--- src/rtl/freq_period_capture.sv ---
// Per-channel frequency/period front end: synchronises fin_i, counts clk_i cycles
// across a programmed number of fin_i periods and hands each result over with valid/ack.
module freq_period_capture #(
    parameter int CNT_WIDTH    = 30,
    parameter int PERIOD_WIDTH = 24,
    parameter int SYNC_STAGES  = 2
) (
    input  logic                    clk_i,
    input  logic                    rst_i,
    input  logic                    enable_i,
    input  logic                    fin_i,
    input  logic [PERIOD_WIDTH-1:0] target_i,
    output logic [CNT_WIDTH-1:0]    result_clk_o,
    output logic [PERIOD_WIDTH-1:0] result_periods_o,
    output logic                    result_valid_o,
    input  logic                    result_ack_i,
    output logic                    timeout_o,
    output logic                    overrun_o,
    output logic                    busy_o
);

    typedef enum logic [1:0] {
        ST_IDLE  = 2'd0,
        ST_ARM   = 2'd1,
        ST_COUNT = 2'd2
    } state_t;

    logic [SYNC_STAGES-1:0]  r_sync;
    logic                    r_prev;
    state_t                  r_state;
    logic [CNT_WIDTH-1:0]    r_clk_cnt;
    logic [PERIOD_WIDTH-1:0] r_per_cnt;
    logic [PERIOD_WIDTH-1:0] r_tgt;
    logic [CNT_WIDTH-1:0]    r_result_clk;
    logic [PERIOD_WIDTH-1:0] r_result_periods;
    logic                    r_valid;
    logic                    r_timeout;
    logic                    r_overrun;

    logic                    w_rise;
    logic [PERIOD_WIDTH-1:0] w_tgt_in;
    logic [PERIOD_WIDTH-1:0] w_per_inc;
    logic                    w_clk_sat;
    logic                    w_terminal;
    logic                    w_ack;
    logic                    w_capture;
    logic [CNT_WIDTH-1:0]    w_cap_clk;
    logic [PERIOD_WIDTH-1:0] w_cap_periods;
    logic                    w_cap_timeout;
    state_t                  w_state_next;
    logic [CNT_WIDTH-1:0]    w_clk_cnt_next;
    logic [PERIOD_WIDTH-1:0] w_per_cnt_next;
    logic [PERIOD_WIDTH-1:0] w_tgt_next;
    logic [CNT_WIDTH-1:0]    w_result_clk_next;
    logic [PERIOD_WIDTH-1:0] w_result_periods_next;
    logic                    w_valid_next;
    logic                    w_timeout_next;
    logic                    w_overrun_next;

    assign w_rise     = r_sync[SYNC_STAGES-1] & ~r_prev;
    assign w_tgt_in   = (target_i == '0) ? PERIOD_WIDTH'(1) : target_i;
    assign w_per_inc  = r_per_cnt + PERIOD_WIDTH'(1);
    assign w_clk_sat  = &r_clk_cnt;
    assign w_terminal = (r_state == ST_COUNT) && w_rise && (w_per_inc == r_tgt);
    assign w_ack      = result_ack_i && r_valid;

    always_comb begin
        w_state_next   = r_state;
        w_clk_cnt_next = r_clk_cnt;
        w_per_cnt_next = r_per_cnt;
        w_tgt_next     = r_tgt;
        w_capture      = 1'b0;
        w_cap_clk      = '0;
        w_cap_periods  = '0;
        w_cap_timeout  = 1'b0;

        if (!enable_i) begin
            w_state_next   = ST_IDLE;
            w_clk_cnt_next = '0;
            w_per_cnt_next = '0;
        end else begin
            case (r_state)
                ST_IDLE: begin
                    w_state_next = ST_ARM;
                end
                ST_ARM: begin
                    if (w_rise) begin
                        w_state_next   = ST_COUNT;
                        w_clk_cnt_next = '0;
                        w_per_cnt_next = '0;
                        w_tgt_next     = w_tgt_in;
                    end
                end
                ST_COUNT: begin
                    if (w_terminal) begin
                        // Terminal edge doubles as the next window's start edge.
                        w_capture      = 1'b1;
                        w_cap_clk      = w_clk_sat ? '1 : r_clk_cnt + CNT_WIDTH'(1);
                        w_cap_periods  = r_tgt;
                        w_clk_cnt_next = '0;
                        w_per_cnt_next = '0;
                        w_tgt_next     = w_tgt_in;
                    end else if (w_clk_sat) begin
                        w_capture      = 1'b1;
                        w_cap_clk      = '1;
                        w_cap_periods  = r_per_cnt;
                        w_cap_timeout  = 1'b1;
                        w_state_next   = ST_ARM;
                        w_clk_cnt_next = '0;
                        w_per_cnt_next = '0;
                    end else begin
                        w_clk_cnt_next = r_clk_cnt + CNT_WIDTH'(1);
                        if (w_rise) begin
                            w_per_cnt_next = w_per_inc;
                        end
                    end
                end
                default: begin
                    w_state_next = ST_IDLE;
                end
            endcase
        end
    end

    // Ack and capture are independent; a capture wins valid, a coincident ack suppresses overrun.
    always_comb begin
        w_result_clk_next     = r_result_clk;
        w_result_periods_next = r_result_periods;
        w_timeout_next        = r_timeout;
        w_valid_next          = r_valid;
        w_overrun_next        = r_overrun;

        if (w_ack) begin
            w_valid_next   = 1'b0;
            w_overrun_next = 1'b0;
        end
        if (w_capture) begin
            w_result_clk_next     = w_cap_clk;
            w_result_periods_next = w_cap_periods;
            w_timeout_next        = w_cap_timeout;
            w_valid_next          = 1'b1;
            if (r_valid && !result_ack_i) begin
                w_overrun_next = 1'b1;
            end
        end
    end

    always_ff @(posedge clk_i or negedge rst_i) begin
        if (!rst_i) begin
            r_sync           <= '0;
            r_prev           <= 1'b0;
            r_state          <= ST_IDLE;
            r_clk_cnt        <= '0;
            r_per_cnt        <= '0;
            r_tgt            <= '0;
            r_result_clk     <= '0;
            r_result_periods <= '0;
            r_valid          <= 1'b0;
            r_timeout        <= 1'b0;
            r_overrun        <= 1'b0;
        end else begin
            r_sync           <= {r_sync[SYNC_STAGES-2:0], fin_i};
            r_prev           <= r_sync[SYNC_STAGES-1];
            r_state          <= w_state_next;
            r_clk_cnt        <= w_clk_cnt_next;
            r_per_cnt        <= w_per_cnt_next;
            r_tgt            <= w_tgt_next;
            r_result_clk     <= w_result_clk_next;
            r_result_periods <= w_result_periods_next;
            r_valid          <= w_valid_next;
            r_timeout        <= w_timeout_next;
            r_overrun        <= w_overrun_next;
        end
    end

    assign result_clk_o     = r_result_clk;
    assign result_periods_o = r_result_periods;
    assign result_valid_o   = r_valid;
    assign timeout_o        = r_timeout;
    assign overrun_o        = r_overrun;
    assign busy_o           = (r_state == ST_ARM) || (r_state == ST_COUNT);

endmodule

--- config.mk ---
export PLATFORM = sky130hd
export DESIGN_NAME = freq_period_capture
export DESIGN_NICKNAME = d
export VERILOG_FILES = /design/src/rtl/freq_period_capture.sv
export SDC_FILE = /design/constraint.sdc
export NUM_CORES = 1
export LEC_CHECK = 0
export ABC_AREA = 1
export CAP_MARGIN = 5
export CORE_MARGIN = 4
export CORE_UTILIZATION = 51
export DETAILED_ROUTE_END_ITERATION = 10
export DONT_BUFFER_PORTS = 1
export PLACE_DENSITY = 0.74
export SLEW_MARGIN = 20
export SYNTH_ARGS = -nofsm -noshare
export SYNTH_HDL_FRONTEND = slang
export SYNTH_SLANG_ARGS = --single-unit
--- constraint.sdc ---
create_clock -name clk_i -period 3.05 [get_ports clk_i]
set_input_delay 0.61 -clock clk_i [delete_from_list [all_inputs] [get_ports clk_i]]
set_output_delay 0.61 -clock clk_i [all_outputs]
set_load 0.05 [all_outputs]
After elaboration in Yosys (flattened, before gate mapping)
Cells that the tools add are included. W data, S select, Z words.

Add/sub/neg operators: 2. Eq/ne operators: 10. Multiplexer cells: 41. Bitwise logic cells: 2. Reductions and logical operators: 15.

Operators by type and width (number): $mux W24 (12); $mux W30 (9); $pmux W24 S2 (2); $pmux W30 S2 (1); $add A30 B1 Y30 const B (1); $reduce_and A30 Y1 (1); $add A24 B1 Y24 const B (1); $eq A24 B24 Y1 (1); $logic_not A24 Y1 (1); $mux W1 (12); $ne A3 B3 Y1 const B (3); $mux W2 (4); $pmux W2 S3 (1); $reduce_and A3 Y1 (2); $ne A5 B5 Y1 const B (1); $logic_and A1 B1 Y1 (4); $ne A2 B2 Y1 const B (2); $reduce_and A4 Y1 (1); $reduce_bool A2 Y1 (2); $ne A3 B1 Y1 const B (1); $eq A2 B1 Y1 const B (1); $eq A2 B2 Y1 const B (1); $logic_not A2 Y1 (1); $reduce_and A2 Y1 (1); 4 further kinds (4).

Bits in registers: 140.

Logic depth before layout (Yosys ltp)
Gate-level depths: netlist of the first run.

Depth in word-level cells: 8. Depth in mapped cells: 20. Gate-level depth less buffers: 19.

Worst setup path after synthesis of the first run
OpenSTA, ideal clock, no wires.

Kind: flip-flop to flip-flop. Start point: register r_per_cnt[0]. End point: register r_result_periods[4] (netlist: result_periods_o[4]). Setup time: 0.121 ns. Arrival time: 2.263 ns. Setup slack: 0.666 ns. Cell stages (with the launch flop): 19. Buffers on the path: 2. Period minus slack after synthesis: 2.384 ns. Path through: dfrtp_1 ha_1 nand2_2 nor2_8 nand2_2 nor2_2 nand3_1 nand3_1 nand2_1 nor2_1 nand2_1 nor2_4 nand2_4 buf_6 buf_2 nand3_1 nand2_1 nor2_1 nor2_1.

Word-level cells in the longest chain between the ends: 6. Elaborated cells between the ends (all ways): 9. Those cells by class: add/sub (1); eq/ne (1); mux (6); reduce/logical (1).

Ends and longest elaborated chain: start: declaration (line 32) `logic [PERIOD_WIDTH-1:0] r_per_cnt;`; start signal: assignment (line 166) `r_per_cnt <= w_per_cnt_next;`; $add A24 B1 Y24 (*) (line 62) `assign w_per_inc = r_per_cnt + PERIOD_WIDTH'(1);`; $eq A24 B24 Y1 (*) (line 64) `assign w_terminal = (r_state == ST_COUNT) && w_rise && (w_per_inc == r_tgt);`; $logic_and A1 B1 Y1 (*) (line 64); $mux W24 or $mux W1 (tied branches) (line 95) `if (w_terminal) begin`; $mux W24 or $mux W1 (tied branches) (line 82) `case (r_state)`; $mux W24 or $mux W1 (tied branches) (line 77) `if (!enable_i) begin`; end signal: assignment (line 169) `r_result_periods <= w_result_periods_next;`; end: declaration (line 35) `logic [PERIOD_WIDTH-1:0] r_result_periods;`.

Mark *: on every way between the ends. The rest lies on a longest branch, timed or not. A chain may end at the register's enable or synchronous reset.

Worst setup path in the final report of the first run
Start point: register r_per_cnt[4]. End point: register r_clk_cnt[12].

Word-level cells in the longest chain between the ends: 6.

Ends and longest elaborated chain: $add A24 B1 Y24 (line 62); $eq A24 B24 Y1 (line 64); $logic_and A1 B1 Y1 (line 64); $mux W30 (line 95); $pmux W30 S2 (line 82); $mux W30 (line 77); end signal: assignment (line 165) `r_clk_cnt <= w_clk_cnt_next;`; end: declaration (line 31) `logic [CNT_WIDTH-1:0] r_clk_cnt;`.

No other way between the ends.

==> reports/qor.csv, run 1 <==
stage;metric;value;unit
placed_design;Placed Instances;1403;
synthesis;Synth top area share;41.7;%
die;Starting Density;52.5;%
synthesis;syn_area_per_cell;7.04;sq um
global_route;Total GRT Usage;26.4;%
synthesis;Main synth FF type;dfrtp_1;
detailed_routing;total number of vias;7989;
placed_design;port bufs;0;
sta;Max Slew Vio Count;0;
status;status;finished, violations left;
die;DIE WIDTH;136;um
finish;final design utilization;58.6;%
pwr;Peak supply drop;0.420;mV
detailed_routing;antenna viol nets, final;0;
finish;nets;1241;
sta;worst slew pin tran;0.640;ns
sta;endpoints failing setup;0;
sta;Fmax;350;MHz
placed_design;Final Wtd Congestion;0.989;
clock_tree;deepest clock path buffer count;2;
placed_design;hpwl dp;16700;um
sta;minimum clock period;2.85;ns
clock_tree;clock-pin slew on the worst setup and hold paths;0.06;ns
clock_tree;CTS tree;built;
finish;Inserted Diodes;0;
finish;area grow syn2layout;11.6;%
finish;FF/Latch Area;3500;sq um
global_route;GRT overflow;0;
clock_tree;Clk Tree Root Cell;clkbuf_16;
global_route;largest net degree at the start of global routing;141;
critical_path;Max FO, Critical Path;18;
detailed_routing;wire per inst;16.6;um
die;CORE AREA;16000;sq um
critical_path;Worst EP arrival;3.19;ns
flow_run;number of max-cap violations;0;
clock_tree;Clock Latency Late Sink;0.43;ns
placed_design;Cell Area, Placed;8770;sq um
sta;Max-slew headroom;57.3;%
synthesis;cell count after synthesis;1194;
sta;Final period util;93.5;%
synthesis;EDFF count, synth;0;
critical_path;Worst setup EP type;register;
finish;share of layout cells above drive strength 1;9.20;%
placed_design;dpl ws;0.00489;ns
finish;non-filler cells, final;1433;
die;Rows;46;
sta;worst-case hold slack;-0.118;ns
die;io pins;87;
finish;FILL cells;1536;
pwr;pwr/cell area;574;nW/um^2
synthesis;Yosys top cell by area;dfrtp_1;
critical_path;Startpoint Class;register;
clock_tree;CTS sink cnt;140;
die;Die ar.;18600;sq um
detailed_routing;1st-iter DRT viols;646;
synthesis;synth top area cells;dfrtp_1, nand2_1, nand3_1;
detailed_routing;First-pass DRT Iterations;8;
critical_path;Setup CP Type;reg2reg;
clock_tree;Inserted Clock Buffers;17;
synthesis;syn nets;1228;
clock_tree;# H-tree levels;4;
global_route;first-pass GRT wire length;38700;um
detailed_routing;Total Wirelength;23700;um
detailed_routing;vias per inst;5.58;
pwr;leakage power;4.85;nW
finish;design area;9380;sq um
global_route;initial antenna violation count;0;
critical_path;CP Data Required Time;3.38;ns
hold_path;Hold Crit Class;in2async;
synthesis;asr flop ratio synth;100;%
synthesis;sequential element share of the synthesized area;41.7;%
sta;Worst Clk Skew;0.00783;ns
synthesis;post-synth cell types;37;
synthesis;Yosys warnings;0;
sta;final worst setup slack;0.197;ns
sta;endpoints failing hold;140;
critical_path;Reg2Reg Depth;14;
synthesis;Yosys reg bits;140;
detailed_routing;drt drc;0;
die;Die Y-Extent;136;um
global_route;vias in the first global route;7639;
synthesis;synthesized area;8400;sq um
status;failing checks;negative hold slack;
finish;multi-input logic area;4170;sq um
[worst paths after layout]
kind / slack, ns / end / start
max: 0.20 / r_clk_cnt[12]$_DFFE_PN0P_ / r_per_cnt[4]$_DFFE_PN0P_
min: -0.12 / result_periods_o[1]$_DFFE_PN0P_ / rst_i
max reg2reg: 0.20 / r_clk_cnt[12]$_DFFE_PN0P_ / r_per_cnt[4]$_DFFE_PN0P_
min reg2reg: 0.35 / r_sync[1]$_DFF_PN0_ / r_sync[0]$_DFF_PN0_
max in group asynchronous: 2.80 / r_per_cnt[3]$_DFFE_PN0P_ / rst_i
min in group clk_i: 0.21 / r_sync[0]$_DFF_PN0_ / fin_i
[cell type report]
type	instances	area share, %
Sequential cell	140	37.4
Timing Repair Buffer	43	4.11
Clock inverter	11	1.32
Multi-Input combinational cell	873	44.4
Inverter	132	5.28
Tap cell	216	2.88
Clock buffer	18	4.58
[report_power, final]
group	switching, mW	internal (mW)
Clock	0.814	1.19
Sequential	0.251	2.02
Combinational	0.745	0.364
Total	1.81	3.57
[metal layers]
metal	vias to the layer above	track usage (%)	wire, um
met5	-	0	0
li1	3866	-	-
met3	39	5.48	1760
met4	0	9.07	437
met1	3777	36.6	10600
met2	307	41.2	10900
[logic make-up after synthesis]
group,Yosys count,share of synthesized area (%)
flops,140,41.7
buf+inv,181,9.27
xor+xnor,27,2.98
fa+ha+maj,5,0.744
compound gates,115,7.35
simple gates,726,38.0
[critical path: stages, from the launching register on]
cell,delay [ns]
dfrtp_1,0.46
nand2_2,0.14
nor2_2,0.24
nand2_1,0.18
o21ai_1,0.21
buf_4,0.14
nand2_1,0.05
buf_4,0.14
nand2_1,0.05
nand2_1,0.05
nand3_1,0.14
nor2_4,0.07
nand2_4,0.19
nand3_2,0.39
o21ai_0,0.30
[synthesized netlist by cell type (2+ instances only)]
library cell,count
a21oi_1,56
buf_2,23
buf_6,9
clkbuf_1,15
clkinv_1,2
dfrtp_1,140
ha_1,5
inv_1,126
inv_2,4
nand2_1,330
nand2_2,10
nand3_1,134
nand3_2,5
nand3b_1,7
nand4_1,36
nor2_1,160
nor2_2,5
nor2_4,5
nor3_1,28
nor4_1,3
o21ai_0,13
o21ai_1,27
o22ai_1,13
xor2_1,25
[timing repair]
item                       in CTS  in global routing
gates resized for setup         1                 11
hold endpoints to repair      140                140
setup endpoints to repair       9                123
setup buffers                   0                  1
cloned                          0                  0
[flip-flops by register name (all words and copies together), names as in the netlist, 2 cells and up, named ones only]
signal / cells
r_tgt: 24
r_sync: 2
r_per_cnt: 24
r_state: 2
r_clk_cnt: 30
result_periods_o: 24
result_clk_o: 30
[layout by cell type, fill, tap and decap left out, types with 2 or more instances in the layout]
master and n:
clkinv_2 3, xor2_1 25, nor2_4 7, nand2_1 329
nand3b_1 7, clkinv_4 2, nor2_1 158, nand4_1 36
nand2_2 8, bufinv_16 2, o22ai_1 13, nand2_4 4
inv_1 125, o21ai_0 13, clkinv_1 2, buf_4 38
nor2_2 5, o21ai_1 27, dfrtp_1 139, ha_2 2
nor3_1 28, inv_2 5, nand3_1 134, clkbuf_16 17
clkinvlp_4 3, nand3_2 5, buf_12 5, a21oi_1 56
ha_1 3, nor4_1 3
[per-stage QoR]
stage                     power [mW]  setup TNS, ns
after global placement          3.35              0
after global routing            5.62       -0.00633
after detailed placement        3.36              0
after floorplan                 3.02              0
final                           5.38              0
after CTS                       5.37              0
(Power assumes the default switching activity.)
==> run 2, diff against run 1 <==
--- a/config.mk
+++ b/config.mk
@@ -11,6 +11,7 @@
 export CORE_UTILIZATION = 51
 export DETAILED_ROUTE_END_ITERATION = 10
 export DONT_BUFFER_PORTS = 1
+export MAX_ROUTING_LAYER = met4
 export PLACE_DENSITY = 0.74
 export SLEW_MARGIN = 20
 export SYNTH_ARGS = -nofsm -noshare
==> constraint.sdc (replaced) <==
create_clock -name clk_i -period 3.05 [get_ports clk_i]
set_input_delay 0.7625 -clock clk_i [delete_from_list [all_inputs] [get_ports clk_i]]
set_output_delay 0.7625 -clock clk_i [all_outputs]
set_load 0.05 [all_outputs]
==> run 2 against run 1 <==
  * The flow now finishes without violations
  * Final cell count up 0.14%
  * Highest routed layer unchanged
  * Utilization increased by 0.70 points
  * Clock skew is 0.0021 ns higher
  * Via count about the same
  * Clock power grew 6%
  * Maximum frequency up 1.1%
  * Design area is 1.2% higher
  * Sequential power about the same
  * Non-clock buffer count rose by 1
  * First-iteration DRC count up 13%
  * Clock-buffer cell count increased by 2
  * Critical path depth rose by 2
==> reports/qor.csv, run 2 (synthesis gave the netlist of run 1 again) <==
stage;metric;value;unit
sta;minimum clock period;2.82;ns
clock_tree;CTS sink cnt;140;
detailed_routing;total number of vias;7992;
hold_path;Hold Crit Class;in2async;
finish;Inserted Diodes;0;
detailed_routing;1st-iter DRT viols;729;
sta;Final period util;92.5;%
finish;non-filler cells, final;1435;
clock_tree;cts hold-fix bufs;0;
placed_design;port bufs;0;
status;status;finished clean;
pwr;leakage power;4.91;nW
finish;area grow syn2layout;12.9;%
detailed_routing;Total Wirelength;24100;um
sta;Max Slew Vio Count;0;
global_route;Total GRT Usage;27.2;%
finish;highest-count cells in the layout ignoring fill and taps;nand2_1, nor2_1, dfrtp_1;
pwr;pwr/cell area;582;nW/um^2
critical_path;reg2reg end;result_clk_o[28]$_DFFE_PN0P_;
finish;share of layout cells above drive strength 1;9.43;%
sta;Worst Clk Skew;0.00989;ns
detailed_routing;First-pass DRT Iterations;6;
die;Rows;46;
sta;RSZ-0062 raised after global routing;false;
clock_tree;Clk Tree Root Cell;clkbuf_16;
sta;Final TNS setup;0;ns
finish;design area;9490;sq um
clock_tree;# H-tree levels;4;
sta;Fmax;354;MHz
critical_path;Reg2Reg Depth;16;
die;io pins;87;
placed_design;dpl ws;0.0426;ns
clock_tree;postcts setup bufs;0;
clock_tree;Clock Latency Late Sink;0.43;ns
die;Die ar.;18600;sq um
placed_design;Cell Area, Placed;8780;sq um
die;Die Y-Extent;136;um
flow_run;number of max-cap violations;0;
clock_tree;Inserted Clock Buffers;17;
finish;FILL cells;1526;
placed_design;Placed Instances;1404;
critical_path;Worst EP arrival;3.13;ns
clock_tree;clock-pin slew on the worst setup and hold paths;0.06;ns
die;CORE AREA;16000;sq um
finish;nets;1243;
finish;commonest non-fill, non-tap cell in the layout;nand2_1;
detailed_routing;drt drc;0;
critical_path;R2R Setup Slk;0.23;ns
global_route;vias in the first global route;7499;
global_route;initial antenna violation count;0;
sta;Max-slew headroom;57.2;%
pwr;Peak supply drop;0.452;mV
sta;final worst setup slack;0.228;ns
detailed_routing;antenna viol nets, final;0;
sta;endpoints failing hold;0;
global_route;GRT overflow;0;
critical_path;CP Data Required Time;3.36;ns
detailed_routing;wire per inst;16.8;um
global_route;first-pass GRT wire length;38500;um
placed_design;hpwl dp;16800;um
clock_tree;CTS tree;built;
global_route;largest net degree at the start of global routing;141;
detailed_routing;vias per inst;5.57;
critical_path;FF-to-FF Start;r_per_cnt[14]$_DFFE_PN0P_;
die;DIE WIDTH;136;um
die;Starting Density;52.5;%
finish;final design utilization;59.3;%
placed_design;Final Wtd Congestion;1.03;
clock_tree;deepest clock path buffer count;2;
sta;worst slew pin tran;0.643;ns
critical_path;Worst setup EP type;register;
critical_path;Setup CP Type;reg2reg;
critical_path;Startpoint Class;register;
critical_path;Max FO, Critical Path;14;
sta;endpoints failing setup;0;
[run 2: through the flow]
step                      total power [mW]  hold slack, ns
after detailed placement              3.37           0.336
after global routing                  5.78          0.0179
final                                 5.52          0.0394
after CTS                             5.50          0.0242
after floorplan                       3.02           0.331
after global placement                3.35           0.333
[run 2: worst max-delay path by stage]
stage	start	to	slack, ns	depth (start not counted)
4_1_cts	r_per_cnt[0]$_DFFE_PN0P_	r_per_cnt[2]$_DFFE_PN0P_	0.03	16
5_1_grt	r_per_cnt[0]$_DFFE_PN0P_	result_periods_o[15]$_DFFE_PN0P_	0.006	17
6_report	r_per_cnt[14]$_DFFE_PN0P_	result_clk_o[28]$_DFFE_PN0P_	0.23	16
3_5_place_dp	r_per_cnt[0]$_DFFE_PN0P_	r_per_cnt[10]$_DFFE_PN0P_	0.04	16
2_1_floorplan	r_per_cnt[0]$_DFFE_PN0P_	result_periods_o[4]$_DFFE_PN0P_	0.67	18
3_3_place_gp	r_per_cnt[0]$_DFFE_PN0P_	result_clk_o[28]$_DFFE_PN0P_	0.1	17
[run 2: power breakdown]
part           leakage [nW]  switching [mW]  internal (mW)
clock                 0.289           0.802           1.32
combinational          2.71           0.758          0.364
sequential             1.91           0.249           2.02
total                  4.91            1.81           3.71
[run 2: layout make-up]
class	count	area, sq um	area share [%]
repair buffers	44	410	4.33
clock inverters	9	138	1.45
well taps	216	270	2.85
inverters	132	498	5.25
flip-flops and latches	140	3510	37.0
multi-input cells	874	4210	44.4
clock buffers	20	457	4.81
[run 2: per-layer routing]
metal	vias to the layer above	track usage (%)	share of wire (%)
li1	3890	-	-
met1	3747	36.6	45
met2	318	41.4	46
met3	37	5.74	7.5
met4	0	8.73	2.0
met5	-	-	0
[run 2: critical path, stage by stage, from the launching register on]
cell and delay, ns:
dfrtp_1 0.48, nand2_1 0.16, nor2_1 0.16, nand2_1 0.12
nor2_4 0.21, nand3_1 0.15, nand2_1 0.12, nand2_1 0.05
nand2_1 0.05, nand3_1 0.16, nor2_4 0.22, nand2_8 0.13
nand2_4 0.15, nand2_2 0.09, buf_4 0.22, nor2_1 0.13
nor2_1 0.07
[run 2: timing repair]
action                     in CTS  in global routing
gates resized for setup         1                 19
setup endpoints to repair       1                123
pin swaps                       0                  1
gates cloned                    0                  2
==> run 3, diff against run 2 <==
--- a/config.mk
+++ b/config.mk
@@ -6,7 +6,6 @@
 export NUM_CORES = 1
 export LEC_CHECK = 0
 export ABC_AREA = 1
-export CAP_MARGIN = 5
 export CORE_MARGIN = 4
 export CORE_UTILIZATION = 51
 export DETAILED_ROUTE_END_ITERATION = 10
==> results of run 3 <==
No change in the layout: final DEF, timing and power equal those of run 2.
